## config.mk

```make
export PLATFORM = sky130hd
export DESIGN_NAME = pc_int_unit
export DESIGN_NICKNAME = d
export VERILOG_FILES = /design/src/rtl/risc_pkg.sv /design/src/rtl/ret_stack.sv /design/src/rtl/pc_int_unit.sv
export SDC_FILE = /design/constraint.sdc
export NUM_CORES = 1
export LEC_CHECK = 0
export CORE_MARGIN = 3
export CORE_UTILIZATION = 40
export CTS_CLUSTER_DIAMETER = 30
export DETAILED_ROUTE_END_ITERATION = 12
export PLACE_DENSITY_LB_ADDON = 0.08
export SLEW_MARGIN = 10
export SYNTH_ARGS = -nofsm -noshare
export SYNTH_HDL_FRONTEND = slang
export SYNTH_SLANG_ARGS = --single-unit
```

## constraint.sdc

```tcl
create_clock -name clk -period 2.8 [get_ports clk]
set_input_delay 0.84 -clock clk [delete_from_list [all_inputs] [get_ports clk]]
set_output_delay 0.84 -clock clk [all_outputs]
set_load 0.02 [all_outputs]
```

## src/rtl/risc_pkg.sv

```systemverilog
// Shared core definitions: PC-unit FSM states and default address-map constants
// used by the PC unit and the control unit.
package risc_pkg;

   typedef enum logic {
      RUN   = 1'b0,
      FAULT = 1'b1
   } pc_state_e;

   localparam int          DEF_N        = 32;
   localparam int unsigned DEF_RESET_PC = 32'h0000_0000;
   localparam int unsigned DEF_INT_VEC  = 32'h0000_0100;
   localparam int unsigned DEF_PC_STEP  = 32'd4;

endpackage

```

## src/rtl/ret_stack.sv

```systemverilog
// LIFO of interrupt return addresses; the top entry is readable combinationally
// so RETI can load it into the PC in the same cycle it is popped.
module ret_stack #(
   parameter int N     = 32,
   parameter int DEPTH = 4
) (
   input  logic                       clk,
   input  logic                       rst,
   input  logic                       push,
   input  logic                       pop,
   input  logic [N-1:0]               din,
   output logic [N-1:0]               top,
   output logic                       full,
   output logic                       empty,
   output logic [$clog2(DEPTH+1)-1:0] depth
);

   localparam int DW = $clog2(DEPTH + 1);
   localparam int AW = (DEPTH > 1) ? $clog2(DEPTH) : 1;

   logic [N-1:0]  mem_q [DEPTH];
   logic [DW-1:0] cnt_q;
   logic [DW-1:0] cnt_d;
   logic [AW-1:0] wr_idx;
   logic [AW-1:0] top_idx;
   logic          push_ok;
   logic          pop_ok;

   assign full    = (cnt_q == DW'(DEPTH));
   assign empty   = (cnt_q == '0);
   assign depth   = cnt_q;
   assign push_ok = push && !full;
   assign pop_ok  = pop && !empty;
   assign wr_idx  = AW'(cnt_q);
   assign top_idx = AW'(cnt_q - DW'(1));
   assign top     = empty ? '0 : mem_q[top_idx];

   always_comb begin
      cnt_d = cnt_q;
      if (push_ok) begin
         cnt_d = cnt_q + DW'(1);
      end else if (pop_ok) begin
         cnt_d = cnt_q - DW'(1);
      end
   end

   always_ff @(posedge clk) begin
      if (rst) begin
         cnt_q <= '0;
      end else begin
         cnt_q <= cnt_d;
      end
   end

   // Entry contents need no reset: only slots below cnt_q are ever read.
   always_ff @(posedge clk) begin
      if (push_ok) begin
         mem_q[wr_idx] <= din;
      end
   end

endmodule

```

## src/rtl/pc_int_unit.sv

```systemverilog
// Program-counter unit: PC register, sequential/branch selection, vectored
// interrupt entry with nested return stack, RETI return and empty-stack fault.
module pc_int_unit
   import risc_pkg::*;
#(
   parameter int           N        = DEF_N,
   parameter logic [N-1:0] RESET_PC = N'(DEF_RESET_PC),
   parameter logic [N-1:0] INT_VEC  = N'(DEF_INT_VEC),
   parameter logic [N-1:0] PC_STEP  = N'(DEF_PC_STEP),
   parameter int           DEPTH    = 4
) (
   input  logic                       clk,
   input  logic                       rst,
   input  logic                       updPC,
   input  logic                       isBranch,
   input  logic [N-1:0]               brTarget,
   input  logic                       isRet,
   input  logic                       setIE,
   input  logic                       clrIE,
   input  logic                       INT,
   output logic [N-1:0]               PC,
   output logic [N-1:0]               NPC,
   output logic                       intAck,
   output logic                       IE,
   output logic [$clog2(DEPTH+1)-1:0] stkDepth,
   output logic                       stkErr
);

   pc_state_e    state_q, state_d;
   logic [N-1:0] pc_q, pc_d;
   logic         ie_q, ie_d;
   logic         ack_q, ack_d;
   logic         err_q, err_d;

   logic [N-1:0] next_seq;
   logic [N-1:0] stk_top;
   logic         stk_full;
   logic         stk_empty;
   logic         stk_push;
   logic         stk_pop;

   assign NPC      = pc_q + PC_STEP;
   assign next_seq = isBranch ? brTarget : NPC;

   ret_stack #(
      .N     (N),
      .DEPTH (DEPTH)
   ) u_ret_stack (
      .clk   (clk),
      .rst   (rst),
      .push  (stk_push),
      .pop   (stk_pop),
      .din   (next_seq),
      .top   (stk_top),
      .full  (stk_full),
      .empty (stk_empty),
      .depth (stkDepth)
   );

   // RETI outranks interrupt entry, so push and pop are mutually exclusive.
   always_comb begin
      state_d  = state_q;
      pc_d     = pc_q;
      ie_d     = ie_q;
      ack_d    = 1'b0;
      err_d    = err_q;
      stk_push = 1'b0;
      stk_pop  = 1'b0;
      if (state_q == RUN && updPC) begin
         if (isRet && stk_empty) begin
            pc_d    = NPC;
            err_d   = 1'b1;
            state_d = FAULT;
         end else if (isRet) begin
            pc_d    = stk_top;
            ie_d    = 1'b1;
            stk_pop = 1'b1;
         end else if (INT && ie_q && !stk_full) begin
            stk_push = 1'b1;
            pc_d     = INT_VEC;
            ie_d     = 1'b0;
            ack_d    = 1'b1;
         end else begin
            pc_d = next_seq;
            if (clrIE) begin
               ie_d = 1'b0;
            end else if (setIE) begin
               ie_d = 1'b1;
            end
         end
      end
   end

   always_ff @(posedge clk) begin
      if (rst) begin
         state_q <= RUN;
         pc_q    <= RESET_PC;
         ie_q    <= 1'b0;
         ack_q   <= 1'b0;
         err_q   <= 1'b0;
      end else begin
         state_q <= state_d;
         pc_q    <= pc_d;
         ie_q    <= ie_d;
         ack_q   <= ack_d;
         err_q   <= err_d;
      end
   end

   assign PC     = pc_q;
   assign IE     = ie_q;
   assign intAck = ack_q;
   assign stkErr = err_q;

endmodule

```

==> results of run 1 <==
==> tightest hold or removal path, stage by stage, from the launching register on <==
cell,delay [ns]
dfxtp_1,0.34
nor2_1,0.10
a311oi_1,0.05
==> power by group through the flow <==
stage               clock (mW)  sequential [mW]  combinational, mW
CTS                       2.66             2.81               1.62
floorplan                    0             2.92              0.742
global placement             0             2.84               1.58
detailed placement           0             2.85               1.58
global route              2.76             2.82               1.78
finish                    2.62             2.82               1.67
==> final cells by class <==
cell class                 count  share of cell area (%)
sequential                   166                    37.3
multi-input combinational    459                    32.6
timing repair buffer         294                    21.9
clock buffer                  18                    3.52
tap                          270                    2.71
clock inverter                14                    1.67
inverter                       9                   0.271
==> cells by family after synthesis <==
family                     share of synthesized area [%]
AOI/OAI and AO/OA                                   12.9
xor gates and xnor gates                            2.42
adders and majority gates                          0.902
buffers and inverters                               3.11
DFF                                                 55.3
muxes                                               11.1
and+or+nand+nor                                     14.2
==> cells in the final DEF, fill, tap and decap left out, types with 29 or more instances in the layout <==
cell,instances
buf_4,155
buf_6,36
clkdlybuf4s50_1,81
edfxtp_1,128
mux4_2,32
nand2_1,45
nor2_1,45
o21ai_0,29
==> through the flow <==
step,utilization [%],setup TNS (ns),cells,area [sq um]
after floorplan,-,0,686,8330
after CTS,59.2,-0.909,1210,12100
after global placement,53.3,-14.42,1162,10900
after global routing,61.3,-2.18,1230,12500
final,61.3,-0.931,1230,12500
after detailed placement,53.3,-12.37,1162,10900
==> registers in the layout (all words and copies together) (netlist names) <==
| signal | count |
|---|---|
| u_ret_stack.mem_q | 128 |
| PC | 32 |
| u_ret_stack.depth | 3 |
| IE | 1 |
| intAck | 1 |
| stkErr | 1 |
==> final timing paths <==
path | start | endpoint | slack [ns] | depth (start not counted)
worst max-delay path | PC[7] | NPC[20] | -0.16 | 6
worst max register to register | PC[7] | PC[18] | 0.36 | 10
worst min register to register | PC[0] | PC[0] | 0.54 | 2
worst min-delay path | PC[0] | PC[0] | 0.54 | 2
==> layer usage <==
layer	global-route usage (%)	vias to the layer above	part of all wire (%)
met5	0	-	0
met4	8.87	0	2.3
met3	3.01	46	5.2
met2	42.1	265	48
met1	36.5	3538	44
li1	-	3197	-
==> repair_timing <==
| action | in CTS | in global routing |
|---|---|---|
| setup endpoints to repair | 28 | 26 |
| gates resized for setup | 233 | 71 |
| hold endpoints to repair | 0 | 0 |
| pin swaps | 27 | 29 |
| cloned | 1 | 0 |
| setup buffers | 16 | 22 |
==> flow_metrics.py, run 1 <==
metrics = {
    "timing": {
        "drv_slew": 0,
        "hold_viol_final": 0,
        "whs_ns": 0.537,
        "slew_headroom_pct": 48.8,
        "max_freq_ghz": 0.337,
        "finalWorstSetupSlack_ns": -0.163,
        "layout_min_cycle_time_ns": 2.96,
        "final-setup-viol-count": 13,
        "skew_ns": 0.0118,
        "fin_crit_sh_pct": 106,
        "worst_pin_slew_ns": 0.765,
        "rsz0062_at_grt": "yes",
    },
    "placement": {
        "io_buffers": 109,
        "gp_congestion": 0.941,
        "place.detailed.hpwl_mm": 20.7,
        "post-place-ws_ns": -0.466,
    },
    "worst_hold_path": {
        "hold_path.class": "reg -> reg",
    },
    "pwr": {
        "p_sw_mw": 2.04,
        "p_total_mw": 7.11,
        "p_comb_share_pct": 23.5,
        "p_leak_nw": 4.76,
        "p_int_mw": 5.07,
        "p_seq_share_pct": 39.6,
        "p_per_area_nw_per_um2": 570,
        "sw_frac_of_total_pct": 28.7,
        "ir_worst_vdd_mv": 0.408,
        "p_clk_share_pct": 36.8,
    },
    "global_routing": {
        "grt_pass1_vias": 7133,
        "grt_pass1_wl_mm": 43.5,
        "antenna_found_initial": 0,
        "grt_overflow": 0,
        "grt_max_degree": 37,
        "track_usage_pct": 25.9,
    },
    "worst_setup_path": {
        "critPathArrivalTime_ns": 2.12,
        "crit_path_end_kind": "output port",
        "crit_required_ns": 1.96,
        "cp.buffers_inverters": 2,
        "cp_slowest_cell": "or4_4",
        "critPathLaunchType": "register",
        "crit_family": "simple AND/OR/NAND/NOR gates",
        "crit_chain": "nand4_4 > buf_6 > or4_4 > o21ai_4 > nand2_2 > buf_6",
        "crit_fanout": 5,
        "cpMostUsedCell": "buf_6",
        "critPathMaxStageDelay_ns": 0.52,
        "critical_path_class": "reg -> out",
    },
    "clocking": {
        "postCtsHoldBufs": 0,
        "root_buffer": "clkbuf_16",
        "clkTransAtPathRegs_ns": 0.07,
        "clkSinkCount": 166,
        "htreeDepth": 4,
        "clk_latency_ns": 0.43,
        "cts_inserted_buffers": 17,
        "cts_buffer_depth": 2,
        "cts_tree": "yes",
    },
    "synthesis": {
        "synth_cell_types": 69,
        "synth_common_cells": "128 x edfxtp_1, 52 x nand2_1, 46 x nor2_1",
        "seq_area_frac_synth_pct": 55.3,
        "syn_avg_cell_area_sq_um": 12.1,
        "yosys.area.top_type": "edfxtp_1",
        "yosysTopAreaCellShare_pct": 46.2,
        "synth_edf_count": 128,
        "async_reset_ff_share_pct": 0,
        "yosys_register_bits": 166,
        "syn_area_sq_um": 8320,
        "synth.net_count": 732,
        "synth_flop_cell": "edfxtp_1",
        "synthTopCellsByArea": "edfxtp_1 46%, dfxtp_1 9.1%, mux4_2 8.7%",
        "synth_cells": 686,
        "yosysMostFrequentCell": "edfxtp_1",
        "yosysWarnings": 0,
    },
    "die": {
        "initial_core_util_pct": 40.9,
        "die_y_microns": 150,
        "dieArea_sq_um": 22600,
        "die_w_microns": 150,
        "ios": 110,
        "core_area_sq_um": 20400,
        "rows": 52,
    },
    "final_layout": {
        "register_area_sq_um": 4660,
        "syn_to_final_growth_pct": 50.0,
        "fin_nets": 993,
        "multi_input_area_sq_um": 4070,
        "fillCellCount": 1627,
        "drive_gt1_share_pct": 40.5,
        "insertedDiodeCount": 0,
    },
    "routing": {
        "ant_nets": 0,
        "vias_per_cell": 5.73,
        "drc": 0,
        "wl_per_cell_microns": 23.6,
        "drt_iter0_drc": 524,
        "vias": 7046,
        "wl_mm": 29.0,
        "first_pass_iters": 5,
    },
    "outcome": {
        "violations": "negative setup slack",
        "status": "complete, but fails checks",
    },
    "job": {
        "cap_violations": 0,
    },
}
(Power assumes the default switching activity.)
==> run 2, diff against run 1 <==
==> constraint.sdc (replaced) <==
create_clock -name clk -period 2.8 [get_ports clk]
set_input_delay 0.84 -clock clk [delete_from_list [all_inputs] [get_ports clk]]
set_output_delay 0.84 -clock clk [all_outputs]
set_load 0.05 [all_outputs]
==> flow_metrics.py, run 2 (synthesis gave the netlist of run 1 again) <==
metrics = {
    "global_routing": {
        "use_met1_pct": 42.2,
        "use_met3_pct": 3.49,
        "grt_pass1_wl_mm": 45.7,
        "grt.busiest_layer": "met2",
        "grt_pass1_vias": 7105,
        "track_usage_pct": 27.8,
        "antenna_found_initial": 0,
        "grt_use_met2_pct": 42.4,
        "grt_max_degree": 37,
        "grt_overflow": 0,
    },
    "pwr": {
        "ir_worst_vdd_mv": 0.450,
        "p_total_mw": 7.24,
        "p_leak_nw": 4.56,
        "p_per_area_nw_per_um2": 578,
    },
    "worst_setup_path": {
        "critPathArrivalTime_ns": 2.19,
        "critPathLaunchType": "register",
        "crit_required_ns": 1.96,
        "reg2reg_depth": 9,
        "crit_fanout": 5,
        "crit_path_end_kind": "output port",
        "critical_path_class": "reg -> out",
    },
    "routing": {
        "wl_per_cell_microns": 25.5,
        "wl_mm": 30.8,
        "vias_per_cell": 6.00,
        "drt_iter0_drc": 828,
        "ant_nets": 0,
        "vias": 7247,
        "first_pass_iters": 5,
        "drc": 0,
    },
    "timing": {
        "slew_headroom_pct": 61.9,
        "skew_ns": 0.0130,
        "finalWorstSetupSlack_ns": -0.230,
        "worst_pin_slew_ns": 0.570,
        "layout_min_cycle_time_ns": 3.03,
        "fin_crit_sh_pct": 108,
        "final-setup-viol-count": 23,
        "hold_viol_final": 0,
        "rsz0062_at_grt": "yes",
        "whs_ns": 0.533,
        "drv_slew": 0,
        "max_freq_ghz": 0.330,
    },
    "final_layout": {
        "drive_gt1_share_pct": 39.4,
        "fin_nets": 971,
        "fillCellCount": 1569,
        "finish.utilization_pct": 61.5,
        "register_area_sq_um": 4660,
        "regMostFlops": "u_ret_stack.mem_q",
        "insertedDiodeCount": 0,
        "largest_reg_flops": 128,
        "layout_common_cells": "141 x buf_4, 128 x edfxtp_1, 80 x clkdlybuf4s50_1, 47 x nand2_1, 45 x nor2_1",
        "final_common_cell": "buf_4",
        "syn_to_final_growth_pct": 50.5,
        "multi_input_area_sq_um": 4110,
    },
    "die": {
        "ios": 110,
        "core_area_sq_um": 20400,
        "die_y_microns": 150,
        "initial_core_util_pct": 40.9,
        "rows": 52,
        "die_w_microns": 150,
        "dieArea_sq_um": 22600,
    },
    "clocking": {
        "postCtsHoldBufs": 0,
        "clkTransAtPathRegs_ns": 0.08,
        "cts_inserted_buffers": 17,
        "htreeDepth": 4,
        "cts_buffer_depth": 2,
        "clkSinkCount": 166,
        "root_buffer": "clkbuf_16",
        "cts_tree": "yes",
        "clk_latency_ns": 0.43,
    },
    "outcome": {
        "status": "complete, but fails checks",
        "violations": "negative setup slack",
    },
    "placement": {
        "gp_congestion": 0.926,
        "place.detailed.hpwl_mm": 22.8,
        "io_buffers": 109,
    },
    "job": {
        "cap_violations": 0,
    },
    "worst_hold_path": {
        "hold-path-cell-count": 2,
        "hold_path.class": "reg -> reg",
    },
}
run 2: changes by cell type in the layout (fill, tap and decap cells not counted), sizes merged:
| cell | previous run | this run |
|---|---|---|
| bufinv | 4 | 0 |
| clkbuf | 21 | 17 |
| nand4 | 15 | 14 |
| clkinv | 3 | 6 |
| buf | 208 | 193 |
| clkdlybuf4s50 | 81 | 80 |
| dlygate4sd2 | 2 | 0 |
| inv | 16 | 18 |
run 2: power by group:
part / switching [mW] / internal, mW
Sequential: 0.0666 / 2.75
Combinational: 1.21 / 0.850
Clock: 1.15 / 1.21
Total: 2.44 / 4.81
run 2: path summary, 6_finish.rpt:
kind,start,endpoint,slack (ns)
min reg2reg,PC[0],PC[0],0.53
max,PC[2],NPC[24],-0.23
max reg2reg,u_ret_stack.depth[1],PC[26],0.41
min,PC[0],PC[0],0.53
run 2: repair_timing:
action,in CTS,in global routing
pin swaps,27,18
resized for setup,72,17
setup endpoints to repair,24,24
setup buffers,32,10
run 2: through the flow:
stage / TNS [ns] / setup slack (ns) / instances / area (sq um)
3_3_place_gp: -0.279 / -0.106 / 1136 / 11100
2_1_floorplan: -0.0446 / -0.0325 / 686 / 8630
4_1_cts: -2.65 / -0.234 / 1200 / 12400
6_report: -3.16 / -0.230 / 1208 / 12500
5_1_grt: -5.02 / -0.330 / 1208 / 12500
3_5_place_dp: -0.468 / -0.141 / 1136 / 11100
run 2: cell type report:
cell class,instances,share of cell area (%)
tap,270,2.70
multi-input combinational,458,32.8
clock buffer,17,3.40
clock inverter,15,1.38
sequential,166,37.2
timing repair buffer,273,22.3
inverter,9,0.270
run 2: per-layer routing:
layer / wire, microns / share of wire [%]
met2: 14000 / 45
met4: 617 / 2.0
met5: 0 / 0
met1: 13700 / 44
met3: 2480 / 8.0
run 2: worst max-delay path, stage by stage (launching register included):
cell and delay, ns:
dfxtp_4 0.39, ha_4 0.16, nand4_1 0.16, or3_4 0.40
o31a_1 0.26, or2_4 0.24, buf_12 0.15
